File: src/rtl/spi_ip_pkg.sv
// Shared types and default widths for the SPI master engine.
package spi_ip_pkg;

    localparam int unsigned DATA_W_DEF = 8;
    localparam int unsigned DVSR_W_DEF = 16;

    typedef enum logic [1:0] {
        StIdle      = 2'd0,
        StCphaDelay = 2'd1,
        StP0        = 2'd2,
        StP1        = 2'd3
    } spi_state_e;

endpackage

File: src/rtl/spi_ip_phase_cnt.sv
// Half-period counter: counts 0..dvsr_i and wraps, flagging the terminal count.
module spi_ip_phase_cnt
    import spi_ip_pkg::*;
#(
    parameter int unsigned DVSR_W = DVSR_W_DEF
) (
    input  logic              clk_i,
    input  logic              rst_i,
    input  logic              clr_i,
    input  logic              en_i,
    input  logic [DVSR_W-1:0] dvsr_i,
    output logic              tc_o
);

    logic [DVSR_W-1:0] r_c;

    assign tc_o = (r_c == dvsr_i);

    always_ff @(posedge clk_i) begin
        if (rst_i || clr_i) begin
            r_c <= '0;
        end else if (en_i) begin
            r_c <= tc_o ? '0 : r_c + 1'b1;
        end
    end

endmodule

File: src/rtl/spi_ip_master.sv
// SPI master engine, all four CPOL/CPHA modes, programmable SCLK divisor.
// Define SPI_IP_LSB_FIRST_EN to shift LSB first in both directions.
module spi_ip_master
    import spi_ip_pkg::*;
#(
    parameter int unsigned DATA_W = DATA_W_DEF,
    parameter int unsigned DVSR_W = DVSR_W_DEF
) (
    input  logic              clk_i,
    input  logic              rst_i,
    input  logic [DATA_W-1:0] din_i,
    input  logic [DVSR_W-1:0] dvsr_i,
    input  logic              start_i,
    input  logic              cpol_i,
    input  logic              cpha_i,
    output logic [DATA_W-1:0] dout_o,
    output logic              spi_done_tick_o,
    output logic              ready_o,
    output logic              sclk_o,
    input  logic              miso_i,
    output logic              mosi_o
);

    localparam int unsigned N_W = (DATA_W > 1) ? $clog2(DATA_W) : 1;
    localparam logic [N_W-1:0] N_LAST = N_W'(DATA_W - 1);

    spi_state_e        r_state;
    spi_state_e        w_state_d;
    logic [DATA_W-1:0] r_so;
    logic [DATA_W-1:0] r_si;
    logic [N_W-1:0]    r_n;
    logic              r_cpol;
    logic              r_cpha;
    logic [DVSR_W-1:0] r_dvsr;
    logic              r_sclk;

    logic w_tc;
    logic w_load;
    logic w_shift_in;
    logic w_shift_out;
    logic w_done;
    logic w_pclk;
    logic w_idle;

    assign w_idle = (r_state == StIdle);

    spi_ip_phase_cnt #(
        .DVSR_W (DVSR_W)
    ) u_phase_cnt (
        .clk_i  (clk_i),
        .rst_i  (rst_i),
        .clr_i  (w_idle),
        .en_i   (~w_idle),
        .dvsr_i (r_dvsr),
        .tc_o   (w_tc)
    );

    always_comb begin
        w_state_d   = r_state;
        w_load      = 1'b0;
        w_shift_in  = 1'b0;
        w_shift_out = 1'b0;
        w_done      = 1'b0;
        case (r_state)
            StIdle: begin
                if (start_i) begin
                    w_load    = 1'b1;
                    w_state_d = cpha_i ? StCphaDelay : StP0;
                end
            end
            StCphaDelay: begin
                if (w_tc) w_state_d = StP0;
            end
            StP0: begin
                if (w_tc) begin
                    w_shift_in = 1'b1;
                    w_state_d  = StP1;
                end
            end
            StP1: begin
                if (w_tc) begin
                    if (r_n == N_LAST) begin
                        w_done    = 1'b1;
                        w_state_d = StIdle;
                    end else begin
                        w_shift_out = 1'b1;
                        w_state_d   = StP0;
                    end
                end
            end
            default: w_state_d = StIdle;
        endcase
    end

    // Internal phase clock before CPOL inversion; CPHA picks which half is high.
    assign w_pclk = ((r_state == StP1) & ~r_cpha) | ((r_state == StP0) & r_cpha);

    always_ff @(posedge clk_i) begin
        if (rst_i) begin
            r_state <= StIdle;
            r_so    <= '0;
            r_si    <= '0;
            r_n     <= '0;
            r_cpol  <= 1'b0;
            r_cpha  <= 1'b0;
            r_dvsr  <= '0;
            r_sclk  <= 1'b0;
        end else begin
            r_state <= w_state_d;
            r_sclk  <= r_cpol ^ w_pclk;
            if (w_load) begin
                r_so   <= din_i;
                r_n    <= '0;
                r_cpol <= cpol_i;
                r_cpha <= cpha_i;
                r_dvsr <= dvsr_i;
            end
            if (w_shift_in) begin
`ifdef SPI_IP_LSB_FIRST_EN
                r_si <= {miso_i, r_si[DATA_W-1:1]};
`else
                r_si <= {r_si[DATA_W-2:0], miso_i};
`endif
            end
            if (w_shift_out) begin
`ifdef SPI_IP_LSB_FIRST_EN
                r_so <= {1'b0, r_so[DATA_W-1:1]};
`else
                r_so <= {r_so[DATA_W-2:0], 1'b0};
`endif
                r_n  <= r_n + 1'b1;
            end
        end
    end

`ifdef SPI_IP_LSB_FIRST_EN
    assign mosi_o = r_so[0];
`else
    assign mosi_o = r_so[DATA_W-1];
`endif

    assign dout_o          = r_si;
    assign spi_done_tick_o = w_done;
    assign ready_o         = w_idle;
    assign sclk_o          = r_sclk;

endmodule

File: config.mk
export PLATFORM = sky130hd
export DESIGN_NAME = spi_ip_master
export DESIGN_NICKNAME = d
export VERILOG_FILES = /design/src/rtl/spi_ip_pkg.sv /design/src/rtl/spi_ip_phase_cnt.sv /design/src/rtl/spi_ip_master.sv
export SDC_FILE = /design/constraint.sdc
export NUM_CORES = 1
export LEC_CHECK = 0
export CAP_MARGIN = 20
export CORE_ASPECT_RATIO = 0.8
export CORE_UTILIZATION = 45
export CTS_CLUSTER_SIZE = 14
export DETAILED_ROUTE_END_ITERATION = 16
export PLACE_DENSITY = 0.72
export SETUP_SLACK_MARGIN = 0.2
export SYNTH_ARGS = -nofsm -noshare
export SYNTH_HDL_FRONTEND = slang
export SYNTH_SLANG_ARGS = --single-unit
File: constraint.sdc
create_clock -name clk_i -period 1.5 [get_ports clk_i]
set_input_delay 0.3 -clock clk_i [delete_from_list [all_inputs] [get_ports clk_i]]
set_output_delay 0.3 -clock clk_i [all_outputs]
set_load 0.01 [all_outputs]
* Word level (Yosys, flattened, before mapping)
Cells that the tools add are included.
** Storage, ports and cells
- Flip-flop bits (word level) :: 56
- Input bits :: 30
- Output and inout bits :: 12
- Logic and storage cells :: 53
** Cells by class
- Add/subtract/negate cells :: 2
- Equal/unequal tests :: 9
- Mux-type cells :: 22
- Bitwise gates (word level) :: 5
- Reduce and logical (&&, ||, !) cells :: 5
** Operator list (count)
- $add 16x1->16 const B :: 1
- $eq 16x16->1 :: 1
- $mux 16 :: 1
- $mux 8 :: 2
- $mux 2 :: 6
- $mux 1 :: 10
- $pmux 2 s4 :: 1
- $mux 3 :: 2
- $ne 2x1->1 const B :: 3
- $eq 2x2->1 const B :: 2
- $reduce_and 4->1 :: 1
- $add 3x1->3 const B :: 1
- $eq 3x3->1 const B :: 1
- $and 1x1->1 :: 2
- $eq 2x1->1 const B :: 1
- $logic_not 2->1 :: 1
- $ne 2x2->1 const B :: 1
- $reduce_bool 2->1 :: 1
- $reduce_or 2->1 :: 1
- $logic_or 1x1->1 :: 1
- $not 1->1 :: 1
- $or 1x1->1 :: 1
- $xor 1x1->1 :: 1

* Logic depth before layout (Yosys ltp)
Gate-level depths: netlist (run 1).
- Depth in word-level cells :: 5
- Mapped depth :: 9

* By module
A second synthesis (run 1) with hierarchy kept.
** Unflattened totals
- Cells, all modules :: 301
- Area total of the unflattened synthesis :: 2642.5 µm²
** Modules (own cells, without submodules)
- spi_ip_master :: times used 1, cells each 178, area an instance 1607.8 µm², seq. area each 800.8 µm²
- spi_ip_phase_cnt :: times used 1, cells each 123, area an instance 1034.7 µm², seq. area each 320.3 µm²

* Worst setup path after synthesis (run 1)
No wires, ideal clock.
- Path type :: register -> register
- Start :: register u_phase_cnt.r_c[2]
- End :: register r_si[1] (netlist: dout_o[1])
- Library setup time :: 0.072 ns
- Arrival :: 1.626 ns
- Required time :: 1.428 ns
- Setup slack :: -0.197 ns
- Stages on the path, launching flop included :: 9
- Path buffers :: 3
- Path through :: dfxtp_1 -> clkbuf_2 -> xor2_1 -> nor4_1 -> and4_1 -> buf_6 -> and2_2 -> buf_4 -> mux2i_1
** Between the ends
- Longest elaborated chain between the ends :: 3
** RTL lines
- start: declaration :: line spi_ip_phase_cnt.sv:15 : logic [DVSR_W-1:0] r_c;
- start signal: assignment :: line spi_ip_phase_cnt.sv:23 : r_c <= tc_o ? '0 : r_c + 1'b1;
- $eq 16x16->1 :: line spi_ip_phase_cnt.sv:17 : assign tc_o = (r_c == dvsr_i);
- $mux 1 :: line spi_ip_master.sv:75 : if (w_tc) begin
- $mux 1 :: line spi_ip_master.sv:64 : case (r_state)
- end signal: assignment :: line spi_ip_master.sv:122 : r_si <= {r_si[DATA_W-2:0], miso_i};
- end: declaration :: line spi_ip_master.sv:30 : logic [DATA_W-1:0] r_si;
Every way passes these cells.
A chain may end at the register's enable or synchronous reset.

* Worst setup path after layout (run 1)
- Start :: register u_phase_cnt.r_c[11]
- End :: output spi_done_tick_o
** Between the ends
- Longest elaborated chain between the ends :: 3
** RTL lines
- $eq 16x16->1 :: line spi_ip_phase_cnt.sv:17
- $mux 1 :: line spi_ip_master.sv:81 : if (w_tc) begin
- $mux 1 :: line spi_ip_master.sv:64
- end: declaration :: line spi_ip_master.sv:17 : output logic spi_done_tick_o,
Every way passes these cells.

==> insert_results.sql, run 1 <==
INSERT INTO impl_metrics (metric_group, metric, value, unit) VALUES
('place', 'dp_worst_setup_slack', '-575', 'ps'),
('floorplan', 'fp.dieArea', '0.00580', 'mm2'),
('synth', 'yosys.area.top_type', 'sky130_fd_sc_hd__dfxtp_1', ''),
('pwr', 'power.total', '3.90', 'mW'),
('place', 'gp_routability_congestion', '0.823', ''),
('synth', 'synth.yosys.warnings', '0', ''),
('pwr', 'peakVddDrop', '0.574', 'mV'),
('critical_path', 'worst-path-max-fanout', '2', ''),
('floorplan', 'row_count', '23', ''),
('routing', 'post_drt_via_cell_ratio', '5.38', ''),
('synth', 'synth_cells', '292', ''),
('clocking', 'max-clock-path-buffers', '2', ''),
('global_routing', 'grt_util_all_layers', '26.0', '%'),
('global_routing', 'grt_first_pass_wirelength', '11.4', 'mm'),
('routing', 'remaining_drc_errors', '2', ''),
('floorplan', 'core-area', '0.00515', 'mm2'),
('floorplan', 'initial_core_util', '48.1', '%'),
('timing', 'slew_headroom', '70.6', '%'),
('final_layout', 'antennaDiodeCount', '0', ''),
('pwr', 'combinationalPowerShare', '37.4', '%'),
('place', 'dp_hpwl', '4.17', 'mm'),
('pwr', 'share_clk_of_total_power', '20.4', '%'),
('critical_path', 'maximum_cell_stage_delay_along_the_critical_path', '360', 'ps'),
('synth', 'postSynthRegisterBits', '56', ''),
('timing', 'timing.hold.ws', '477', 'ps'),
('synth', 'synthAdderAreaFrac', '1.52', '%'),
('routing', 'route.detailed.wl_per_inst', '16.7', 'um'),
('timing', 'setup_ws', '-501', 'ps'),
('floorplan', 'die-width', '84.9', 'um'),
('timing', 'report.final.setup_viol', '38', ''),
('clocking', 'ctsHtreeMaxLevel', '2', ''),
('synth', 'synthDominantCellAreaShare', '45.3', '%'),
('synth', 'synthesis.nets', '325', ''),
('critical_path', 'arrival', '1700', 'ps'),
('clocking', 'cts_root_buffer', 'sky130_fd_sc_hd__clkbuf_8', ''),
('worst_hold_path', 'tightest_hold_check_type', 'reg2reg', ''),
('synth', 'synthMuxAreaShare', '3.23', '%'),
('routing', 'postRouteAntennaNets', '0', ''),
('timing', 'setup_tns', '-14210', 'ps'),
('final_layout', 'areaGrowthSynthToFinish', '65.6', '%'),
('synth', 'synth_top_family_by_area', 'simple AND/OR/NAND/NOR gates', ''),
('pwr', 'flop_pwr_share', '42.2', '%'),
('timing', 'timing.final.hold_violations', '0', ''),
('global_routing', 'globalRoute.totalOverflow', '0', ''),
('critical_path', 'startpoint_type', 'flip-flop', ''),
('final_layout', 'final_layout_size_suffix_gt1_share', '42.3', '%'),
('routing', 'wl', '7.41', 'mm'),
('synth', 'synth_simple_gate_area_share', '25.0', '%'),
('synth', 'yosys.cell_count.top_type', 'sky130_fd_sc_hd__nand2_1', ''),
('critical_path', 'critPathSlowestCell', 'sky130_fd_sc_hd__nor4_2', ''),
('floorplan', 'floorplan_die_height', '68.3', 'um'),
('final_layout', 'final_cells', '443', ''),
('synth', 'synth_area_leaders', 'sky130_fd_sc_hd__dfxtp_1 (45%), sky130_fd_sc_hd__nand2_1 (9.6%), sky130_fd_sc_hd__xor2_1 (7.8%)', ''),
('clocking', 'clk_transition_reported_paths', '90', 'ps'),
('synth', 'ys_types', '38', ''),
('routing', 'first_iter_violations', '132', ''),
('synth', 'synth_edf_count', '0', ''),
('final_layout', 'postLayoutCoreUtil', '79.6', '%'),
('run_status', 'result_of_the_run', 'complete, but fails checks', ''),
('clocking', 'clkLatencyLatePin', '310', 'ps'),
('run_status', 'violations', 'DRC, setup timing', ''),
('place', 'portBuffers', '41', ''),
('timing', 'fmax', '500', 'MHz'),
('synth', 'post_synth.cell_area_avg', '8.48', 'um2'),
('clocking', 'tritoncts', 'yes', ''),
('pwr', 'power_switching', '1.23', 'mW'),
('synth', 'synth_xor_area_share', '11.0', '%'),
('pwr', 'power.leakage', '1.65', 'nW'),
('timing', 'fin_worst_skew', '10.0', 'ps'),
('timing', 'layout_worst_path_cycle_share', '133', '%'),
('critical_path', 'critical_path.endpoint_type', 'output port', '');
[cell type report]
class	instances	area, um2
Tap cell	62	77.6
Clock buffer	6	72.6
Multi-Input combinational cell	215	1730
Fill cell	297	1050
Clock inverter	1	5.00
Inverter	3	11.3
Timing Repair Buffer	100	1070
Sequential cell	56	1140
[critical path, delay by kind of cell (launching register included)]
family / cells / cell delay (ps)
xor gates and xnor gates: 1 / 190
buffers and inverters: 1 / 90
DFF: 1 / 330
and+or+nand+nor: 3 / 780
[power by group through the flow]
stage                     sequential, mW  clock, mW  combinational, mW
after floorplan                     1.67          0              0.434
after global placement              1.67          0              0.760
after detailed placement            1.67          0              0.770
after CTS                           1.64      0.800               1.23
after global routing                1.66      0.862               1.54
final                               1.65      0.796               1.46
[sequential cells by signal, summed over array words and instances (netlist names)]
register / flops
r_state: 2
dout_o: 8
r_cpha: 1
r_so: 8
sclk_o: 1
r_dvsr: 16
u_phase_cnt.r_c: 16
r_cpol: 1
r_n: 3
[cells in the final DEF (no fill, tap or decap), types with 8 or more instances in the layout]
cell type                          n
sky130_fd_sc_hd__clkdlybuf4s50_1  29
sky130_fd_sc_hd__nor2_1           10
sky130_fd_sc_hd__dfxtp_1          45
sky130_fd_sc_hd__nand2b_1          8
sky130_fd_sc_hd__nand2_1          41
sky130_fd_sc_hd__nor2_4           10
sky130_fd_sc_hd__dlygate4sd2_1    10
sky130_fd_sc_hd__xnor2_1           9
sky130_fd_sc_hd__xor2_1           21
sky130_fd_sc_hd__buf_6            12
sky130_fd_sc_hd__buf_4            37
sky130_fd_sc_hd__a21oi_2          17
sky130_fd_sc_hd__nand2_4          15
sky130_fd_sc_hd__mux2i_1           8
sky130_fd_sc_hd__dfxtp_2           9
sky130_fd_sc_hd__nor3_1            9
[per-layer routing]
layer | vias up | global-route usage, % | share of wire, %
met1 | 1147 | 33.0 | 44
met4 | 0 | 10.4 | 1.7
met2 | 69 | 44.9 | 49
met5 | - | 0 | 0
met3 | 14 | 4.22 | 5.3
li1 | 1153 | - | -
[cells by family (layout without fill, tap and decap cells)]
family | count (synthesis) | after routing
flops | 56 | 56
fa+ha+maj | 3 | 3
mux | 8 | 8
buf+inv | 21 | 110
xor+xnor | 31 | 31
compound gates | 38 | 38
simple gates | 135 | 135
[worst paths after layout]
kind / slack (ps) / startpoint / cells after the start / to
max: -500 / u_phase_cnt.r_c[11]$_SDFFE_PP0P_ / 5 / spi_done_tick_o
min: 480 / dout_o[7]$_SDFFE_PP0P_ / 2 / dout_o[7]$_SDFFE_PP0P_
max reg2reg: -460 / u_phase_cnt.r_c[11]$_SDFFE_PP0P_ / 9 / r_state[1]$_SDFFE_PP0P_
min reg2reg: 480 / dout_o[7]$_SDFFE_PP0P_ / 2 / dout_o[7]$_SDFFE_PP0P_
[what timing repair did]
action / in CTS / in global routing
setup endpoints to repair: 67 / 57
pin swaps: 33 / 29
setup buffers: 11 / 2
cloned: 4 / 1
resized for setup: 103 / 54
hold buffers: 0 / 0
No activity file was read; power rests on OpenSTA's default activity.
==> run 2: changes to the inputs <==
--- a/config.mk
+++ b/config.mk
@@ -7,9 +7,11 @@
 export LEC_CHECK = 0
 export CAP_MARGIN = 20
 export CORE_ASPECT_RATIO = 0.8
+export CORE_MARGIN = 3
 export CORE_UTILIZATION = 45
 export CTS_CLUSTER_SIZE = 14
 export DETAILED_ROUTE_END_ITERATION = 16
+export HOLD_SLACK_MARGIN = 0.03
 export PLACE_DENSITY = 0.72
 export SETUP_SLACK_MARGIN = 0.2
 export SYNTH_ARGS = -nofsm -noshare
==> run 2 against run 1 <==
Net effect:
- power rose by 1.8%
- largest power group unchanged
- core utilization grew 1.0 points
- sequential cell count did not move
- worst setup slack lost 96 ps
- clock skew is 4.9 ps lower
- first-iteration DRC count rose by 59%
- non-clock buffer count is 3 higher
- critical endpoint unchanged
- wire length rose by 11%
- the flow finishes with violations (setup timing)
- largest cell class unchanged
- clock-buffer cell count unchanged
==> insert_results.sql, run 2 (synthesis gave the netlist of run 1 again) <==
INSERT INTO impl_metrics (metric_group, metric, value, unit) VALUES
('clocking', 'max-clock-path-buffers', '2', ''),
('pwr', 'power_per_standard_cell_area', '956', 'mW/mm2'),
('final_layout', 'ff_latch_area', '0.00115', 'mm2'),
('global_routing', 'grt_antenna_before_repair', '0', ''),
('final_layout', 'registers_with_the_highest_flip_flop_counts', 'r_dvsr: 16 flops, u_phase_cnt.r_c: 16 flops', ''),
('floorplan', 'core-area', '0.00515', 'mm2'),
('global_routing', 'globalRoute.totalOverflow', '0', ''),
('place', 'portBuffers', '41', ''),
('routing', 'route.met2.wl', '4.15', 'mm'),
('pwr', 'power.total', '3.97', 'mW'),
('final_layout', 'final_layout_size_suffix_gt1_share', '48.6', '%'),
('timing', 'setup_ws', '-597', 'ps'),
('routing', 'number_of_vias_after_detailed_routing', '2480', ''),
('timing', 'layout_worst_path_cycle_share', '140', '%'),
('routing', 'top_layer_used', 'met4', ''),
('flow_run', 'maxCapViolCount', '0', ''),
('routing', 'first_iter_violations', '210', ''),
('floorplan', 'floorplan_die_height', '72.3', 'um'),
('timing', 'timing.final.hold_violations', '0', ''),
('place', 'gp_routability_congestion', '0.816', ''),
('routing', 'postRouteAntennaNets', '0', ''),
('critical_path', 'worst-r2r-cell-count', '8', ''),
('clocking', 'cts_root_buffer', 'sky130_fd_sc_hd__clkbuf_8', ''),
('clocking', 'clkLatencyLatePin', '310', 'ps'),
('critical_path', 'r2r_slack', '-520', 'ps'),
('floorplan', 'num_io_pins', '42', ''),
('worst_hold_path', 'hold-path-cell-count', '2', ''),
('clocking', 'clk_transition_reported_paths', '100', 'ps'),
('routing', 'routedLengthMet1', '3.40', 'mm'),
('timing', 'grt_setup_unrepaired', 'yes', ''),
('run_status', 'result_of_the_run', 'complete, but fails checks', ''),
('final_layout', 'areaGrowthSynthToFinish', '67.8', '%'),
('pwr', 'power.leakage', '1.64', 'nW'),
('critical_path', 'req_time_crit_path', '1200', 'ps'),
('final_layout', 'final_net_count', '417', ''),
('clocking', 'cts.sinks', '56', ''),
('final_layout', 'fill_cells', '310', ''),
('routing', 'remaining_drc_errors', '0', ''),
('floorplan', 'die-width', '88.9', 'um'),
('global_routing', 'first_global_vias', '2324', ''),
('critical_path', 'critical_path.endpoint_type', 'output port', ''),
('place', 'dp_hpwl', '4.42', 'mm'),
('worst_hold_path', 'tightest_hold_check_type', 'reg2reg', ''),
('pwr', 'peakVddDrop', '0.554', 'mV'),
('routing', 'route.detailed.wl_per_inst', '18.4', 'um'),
('clocking', 'cts-hold-fix-buffers', '0', ''),
('floorplan', 'row_count', '23', ''),
('global_routing', 'pin_count_of_the_biggest_net_entering_global_routing', '23', ''),
('timing', 'fin_worst_skew', '5.12', 'ps'),
('critical_path', 'arrival', '1800', 'ps'),
('timing', 'slew_headroom', '66.9', '%'),
('place', 'detailed_place.area', '0.00324', 'mm2'),
('routing', 'wl', '8.20', 'mm'),
('final_layout', 'multi_input_gate_area_in_the_final_layout', '0.00180', 'mm2'),
('floorplan', 'fp.dieArea', '0.00643', 'mm2'),
('timing', 'report.final.setup_viol', '38', ''),
('critical_path', 'startpoint_type', 'flip-flop', ''),
('global_routing', 'grt_first_pass_wirelength', '11.2', 'mm'),
('final_layout', 'antennaDiodeCount', '0', ''),
('timing', 'min_period', '2100', 'ps'),
('routing', 'drt_pre_antenna_iters', '4', ''),
('worst_hold_path', 'min_to', 'r_dvsr[7]$_SDFFE_PP0N_', ''),
('critical_path', 'worst-setup-path-type', 'reg2out', ''),
('timing', 'fmax', '477', 'MHz'),
('clocking', 'tritoncts', 'yes', ''),
('timing', 'slew_at_the_pin_closest_to_its_max_slew_limit', '494', 'ps'),
('clocking', 'cts-buffers-inserted', '5', ''),
('worst_hold_path', 'hp-start', 'r_dvsr[7]$_SDFFE_PP0N_', ''),
('final_layout', 'layout_common_cells', 'sky130_fd_sc_hd__nand2_1 (42), sky130_fd_sc_hd__buf_4 (39), sky130_fd_sc_hd__dfxtp_1 (36)', ''),
('run_status', 'violations', 'setup timing', ''),
('routing', 'dr_wl_met3', '457', 'um'),
('final_layout', 'postLayoutCoreUtil', '80.6', '%'),
('global_routing', 'grt_util_all_layers', '22.7', '%'),
('final_layout', 'layout.cells.most_common', 'sky130_fd_sc_hd__nand2_1', ''),
('routing', 'post_drt_via_cell_ratio', '5.55', ''),
('final_layout', 'final_area', '0.00415', 'mm2'),
('critical_path', 'worst-path-max-fanout', '2', ''),
('floorplan', 'initial_core_util', '48.1', '%'),
('timing', 'setup_tns', '-17360', 'ps'),
('clocking', 'ctsHtreeMaxLevel', '2', ''),
('critical_path', 'worst_r2r_endpoint', 'u_phase_cnt.r_c[3]$_SDFFE_PP0P_', ''),
('timing', 'report.final.slew_viol_count', '0', ''),
('critical_path', 'startpoint_of_the_worst_slack_reg_to_reg_timing_path', 'r_dvsr[4]$_SDFFE_PP0N_', '');
-- run 2: cell count changes in the layout (fill, tap and decap cells not counted), moves of 3 or more --
cell	previous run	this run
sky130_fd_sc_hd__nor2_4	10	15
sky130_fd_sc_hd__nor3_1	9	5
sky130_fd_sc_hd__dfxtp_2	9	18
sky130_fd_sc_hd__nor2_2	5	0
sky130_fd_sc_hd__a21oi_2	17	20
sky130_fd_sc_hd__xor2_2	0	7
sky130_fd_sc_hd__buf_16	4	0
sky130_fd_sc_hd__dfxtp_1	45	36
sky130_fd_sc_hd__buf_8	0	4
sky130_fd_sc_hd__nor3_2	0	4
sky130_fd_sc_hd__xor2_1	21	14
-- run 2: worst max path at each step --
stage | startpoint | to | slack, ps
floorplan | u_phase_cnt.r_c[2]$_SDFFE_PP0P_ | u_phase_cnt.r_c[8]$_SDFFE_PP0P_ | -140
global placement | u_phase_cnt.r_c[8]$_SDFFE_PP0P_ | spi_done_tick_o | -650
detailed placement | u_phase_cnt.r_c[10]$_SDFFE_PP0P_ | spi_done_tick_o | -660
CTS | r_dvsr[10]$_SDFFE_PP0N_ | spi_done_tick_o | -470
global route | u_phase_cnt.r_c[4]$_SDFFE_PP0P_ | spi_done_tick_o | -620
finish | u_phase_cnt.r_c[4]$_SDFFE_PP0P_ | spi_done_tick_o | -600
-- run 2: worst max-delay path, stage by stage (launching register included) --
cell and delay (ps):
sky130_fd_sc_hd__dfxtp_2 360, sky130_fd_sc_hd__xor2_2 190, sky130_fd_sc_hd__nor4_2 370, sky130_fd_sc_hd__and4_1 310
sky130_fd_sc_hd__and2_4 170, sky130_fd_sc_hd__buf_6 90
-- run 2: power breakdown --
part	total, mW	internal, mW	switching [mW]
Clock	0.869	0.370	0.499
Sequential	1.66	1.58	0.0788
Combinational	1.44	0.746	0.692
-- run 2: cell type report --
cell class | instances | area share, %
clock buffers | 6 | 1.99
clock inverters | 2 | 0.241
inverters | 3 | 0.271
multi-input cells | 215 | 43.4
flip-flops and latches | 56 | 27.7
well taps | 62 | 1.87
repair buffers | 103 | 24.5
-- run 2: stage by stage --
stage,setup WS (ps),hold WS (ps),cells
6_report,-597,482,447
5_1_grt,-623,500,447
4_1_cts,-469,471,441
3_5_place_dp,-659,458,421
3_3_place_gp,-649,454,421
2_1_floorplan,-140,427,292
-- run 2: repair_timing --
action | CTS | global route
pin swaps | 20 | 40
gates resized for setup | 81 | 103
cloned | 2 | 1
buffers inserted | 10 | 5
setup endpoints to repair | 67 | 58
endpoints found under the hold margin | 0 | 0
-- run 2: metal layers --
metal  vias up  GRT usage, %
li1       1159             -
met1      1210          30.5
met2        91          37.0
met3        20          4.09
met4         0          6.94
met5         -             0
==> run 3: changes to the inputs <==
--- a/config.mk
+++ b/config.mk
@@ -11,8 +11,9 @@
 export CORE_UTILIZATION = 45
 export CTS_CLUSTER_SIZE = 14
 export DETAILED_ROUTE_END_ITERATION = 16
+export DONT_BUFFER_PORTS = 1
 export HOLD_SLACK_MARGIN = 0.03
-export PLACE_DENSITY = 0.72
+export MAX_ROUTING_LAYER = met4
 export SETUP_SLACK_MARGIN = 0.2
 export SYNTH_ARGS = -nofsm -noshare
 export SYNTH_HDL_FRONTEND = slang
==> constraint.sdc (replaced) <==
create_clock -name clk_i -period 1.9 [get_ports clk_i]
set_input_delay 0.38 -clock clk_i [delete_from_list [all_inputs] [get_ports clk_i]]
set_output_delay 0.38 -clock clk_i [all_outputs]
set_load 0.01 [all_outputs]
==> run 3 against run 2 <==
Net effect:
- the flow still finishes with violations (setup timing)
- critical endpoint unchanged
- non-clock buffer count decreased by 78
- first-iteration DRC count is 5.2% lower
- worst setup slack better by 480 ps
- clock power is 3.9% higher
- core utilization decreased by 21 points
==> insert_results.sql, run 3 (synthesis gave the netlist of run 1 again) <==
INSERT INTO impl_metrics (metric_group, metric, value, unit) VALUES
('global_routing', 'grt_util_all_layers', '18.6', '%'),
('final_layout', 'final_net_count', '339', ''),
('floorplan', 'floorplan_die_height', '72.3', 'um'),
('routing', 'top_layer_used', 'met4', ''),
('clocking', 'cts_root_buffer', 'sky130_fd_sc_hd__clkbuf_8', ''),
('clocking', 'ctsHtreeMaxLevel', '2', ''),
('final_layout', 'multi_input_gate_area_in_the_final_layout', '0.00148', 'mm2'),
('timing', 'fmax', '496', 'MHz'),
('timing', 'layout_worst_path_cycle_share', '106', '%'),
('timing', 'timing.final.hold_violations', '0', ''),
('clocking', 'clk_transition_reported_paths', '100', 'ps'),
('routing', 'first_iter_violations', '199', ''),
('timing', 'timing.hold.ws', '124', 'ps'),
('clocking', 'tritoncts', 'yes', ''),
('routing', 'drt_pre_antenna_iters', '4', ''),
('timing', 'setup_ws', '-115', 'ps'),
('clocking', 'clkLatencyLatePin', '310', 'ps'),
('final_layout', 'layout.cells.most_common', 'sky130_fd_sc_hd__nand2_1', ''),
('critical_path', 'arrival', '1640', 'ps'),
('final_layout', 'areaGrowthSynthToFinish', '23.0', '%'),
('timing', 'report.final.slew_viol_count', '0', ''),
('pwr', 'power.total', '2.78', 'mW'),
('timing', 'slew_headroom', '65.7', '%'),
('routing', 'routedLengthMet1', '2.87', 'mm'),
('routing', 'dr_wl_met3', '306', 'um'),
('place', 'portBuffers', '0', ''),
('clocking', 'cts.sinks', '56', ''),
('final_layout', 'final_layout_size_suffix_gt1_share', '27.1', '%'),
('final_layout', 'antennaDiodeCount', '0', ''),
('critical_path', 'worst-setup-path-type', 'reg2out', ''),
('floorplan', 'die-width', '88.9', 'um'),
('critical_path', 'critical_path.endpoint_type', 'output port', ''),
('routing', 'post_drt_via_cell_ratio', '5.29', ''),
('floorplan', 'initial_core_util', '48.1', '%'),
('routing', 'postRouteAntennaNets', '0', ''),
('pwr', 'power.leakage', '1.13', 'nW'),
('final_layout', 'ff_latch_area', '0.00114', 'mm2'),
('critical_path', 'worst-path-max-fanout', '3', ''),
('global_routing', 'pin_count_of_the_biggest_net_entering_global_routing', '45', ''),
('clocking', 'max-clock-path-buffers', '2', ''),
('critical_path', 'req_time_crit_path', '1520', 'ps'),
('floorplan', 'fp.dieArea', '0.00643', 'mm2'),
('global_routing', 'grt_antenna_before_repair', '0', ''),
('routing', 'wl', '5.65', 'mm'),
('routing', 'route.detailed.wl_per_inst', '15.3', 'um'),
('place', 'dp_worst_setup_slack', '-168', 'ps'),
('pwr', 'peakVddDrop', '0.488', 'mV'),
('timing', 'min_period', '2020', 'ps'),
('place', 'dp_hpwl', '3.69', 'mm'),
('routing', 'remaining_drc_errors', '0', ''),
('timing', 'fin_worst_skew', '6.27', 'ps'),
('run_status', 'result_of_the_run', 'complete, but fails checks', ''),
('timing', 'slew_at_the_pin_closest_to_its_max_slew_limit', '513', 'ps'),
('global_routing', 'globalRoute.totalOverflow', '0', ''),
('global_routing', 'grt_first_pass_wirelength', '8.98', 'mm'),
('critical_path', 'startpoint_type', 'flip-flop', ''),
('place', 'gp_routability_congestion', '0.834', ''),
('final_layout', 'postLayoutCoreUtil', '59.1', '%'),
('flow_run', 'maxCapViolCount', '0', ''),
('pwr', 'power_per_standard_cell_area', '911', 'mW/mm2'),
('global_routing', 'first_global_vias', '1843', ''),
('final_layout', 'registers_with_the_highest_flip_flop_counts', 'r_dvsr: 16 flops, u_phase_cnt.r_c: 16 flops', ''),
('routing', 'number_of_vias_after_detailed_routing', '1948', ''),
('clocking', 'cts-buffers-inserted', '5', ''),
('final_layout', 'layout_common_cells', 'sky130_fd_sc_hd__nand2_1 (62), sky130_fd_sc_hd__dfxtp_1 (45), sky130_fd_sc_hd__buf_4 (22)', ''),
('floorplan', 'row_count', '23', ''),
('worst_hold_path', 'tightest_hold_check_type', 'in2reg', ''),
('timing', 'grt_setup_unrepaired', 'yes', ''),
('final_layout', 'fill_cells', '475', ''),
('floorplan', 'core-area', '0.00515', 'mm2'),
('timing', 'report.final.setup_viol', '1', ''),
('floorplan', 'num_io_pins', '42', ''),
('run_status', 'violations', 'setup timing', ''),
('routing', 'route.met2.wl', '2.40', 'mm');
## run 3: through the flow
step	std cells	area, um2	TNS, ps
3_3_place_gp	354	2600	-2140
3_5_place_dp	354	2600	-2200
4_1_cts	366	2850	-83.9
2_1_floorplan	292	2480	0
5_1_grt	368	3050	-184
6_report	368	3050	-115
## run 3: worst paths after layout
| check | start | endpoint | slack [ps] | depth (start not counted) |
|---|---|---|---|---|
| hold reg to reg | r_cpha$_SDFFE_PP0N_ | r_cpha$_SDFFE_PP0N_ | 460 | 2 |
| setup reg to reg | u_phase_cnt.r_c[10]$_SDFFE_PP0P_ | dout_o[7]$_SDFFE_PP0P_ | 50 | 7 |
| setup / recovery | u_phase_cnt.r_c[10]$_SDFFE_PP0P_ | spi_done_tick_o | -120 | 5 |
| hold / removal | rst_i | r_n[1]$_SDFFE_PP0P_ | 120 | 1 |
## run 3: cell type report
type                       count  share of cell area [%]
sequential                    56                    37.4
tap                           62                    2.55
clock inverter                 2                    1.97
timing repair buffer          25                    6.82
inverter                       3                   0.370
clock buffer                   5                    2.26
multi-input combinational    215                    48.6
## run 3: worst max-delay path: stages (launching register included)
cell and delay (ps):
sky130_fd_sc_hd__dfxtp_4 370, sky130_fd_sc_hd__xor2_2 170, sky130_fd_sc_hd__nor4_2 240, sky130_fd_sc_hd__buf_4 160, sky130_fd_sc_hd__and4_4 210, sky130_fd_sc_hd__and2_4 160
## run 3: where the power goes
group          internal [mW]  switching (mW)  total [mW]
Sequential              1.25          0.0751        1.32
Clock                  0.519           0.384       0.903
Combinational          0.238           0.314       0.552
## run 3: layer usage
| layer | global-route usage (%) | vias up |
|---|---|---|
| li1 | - | 1003 |
| met1 | 28.0 | 891 |
| met2 | 24.3 | 46 |
| met3 | 3.97 | 8 |
| met4 | 6.12 | 0 |
| met5 | - | - |
## run 3: what timing repair did
item,4_1_cts,5_1_grt
setup endpoints to repair,38,37
pin swaps,5,10
gates cloned,0,1
gates resized for setup,24,40
buffers inserted,5,1
hold buffers,0,0
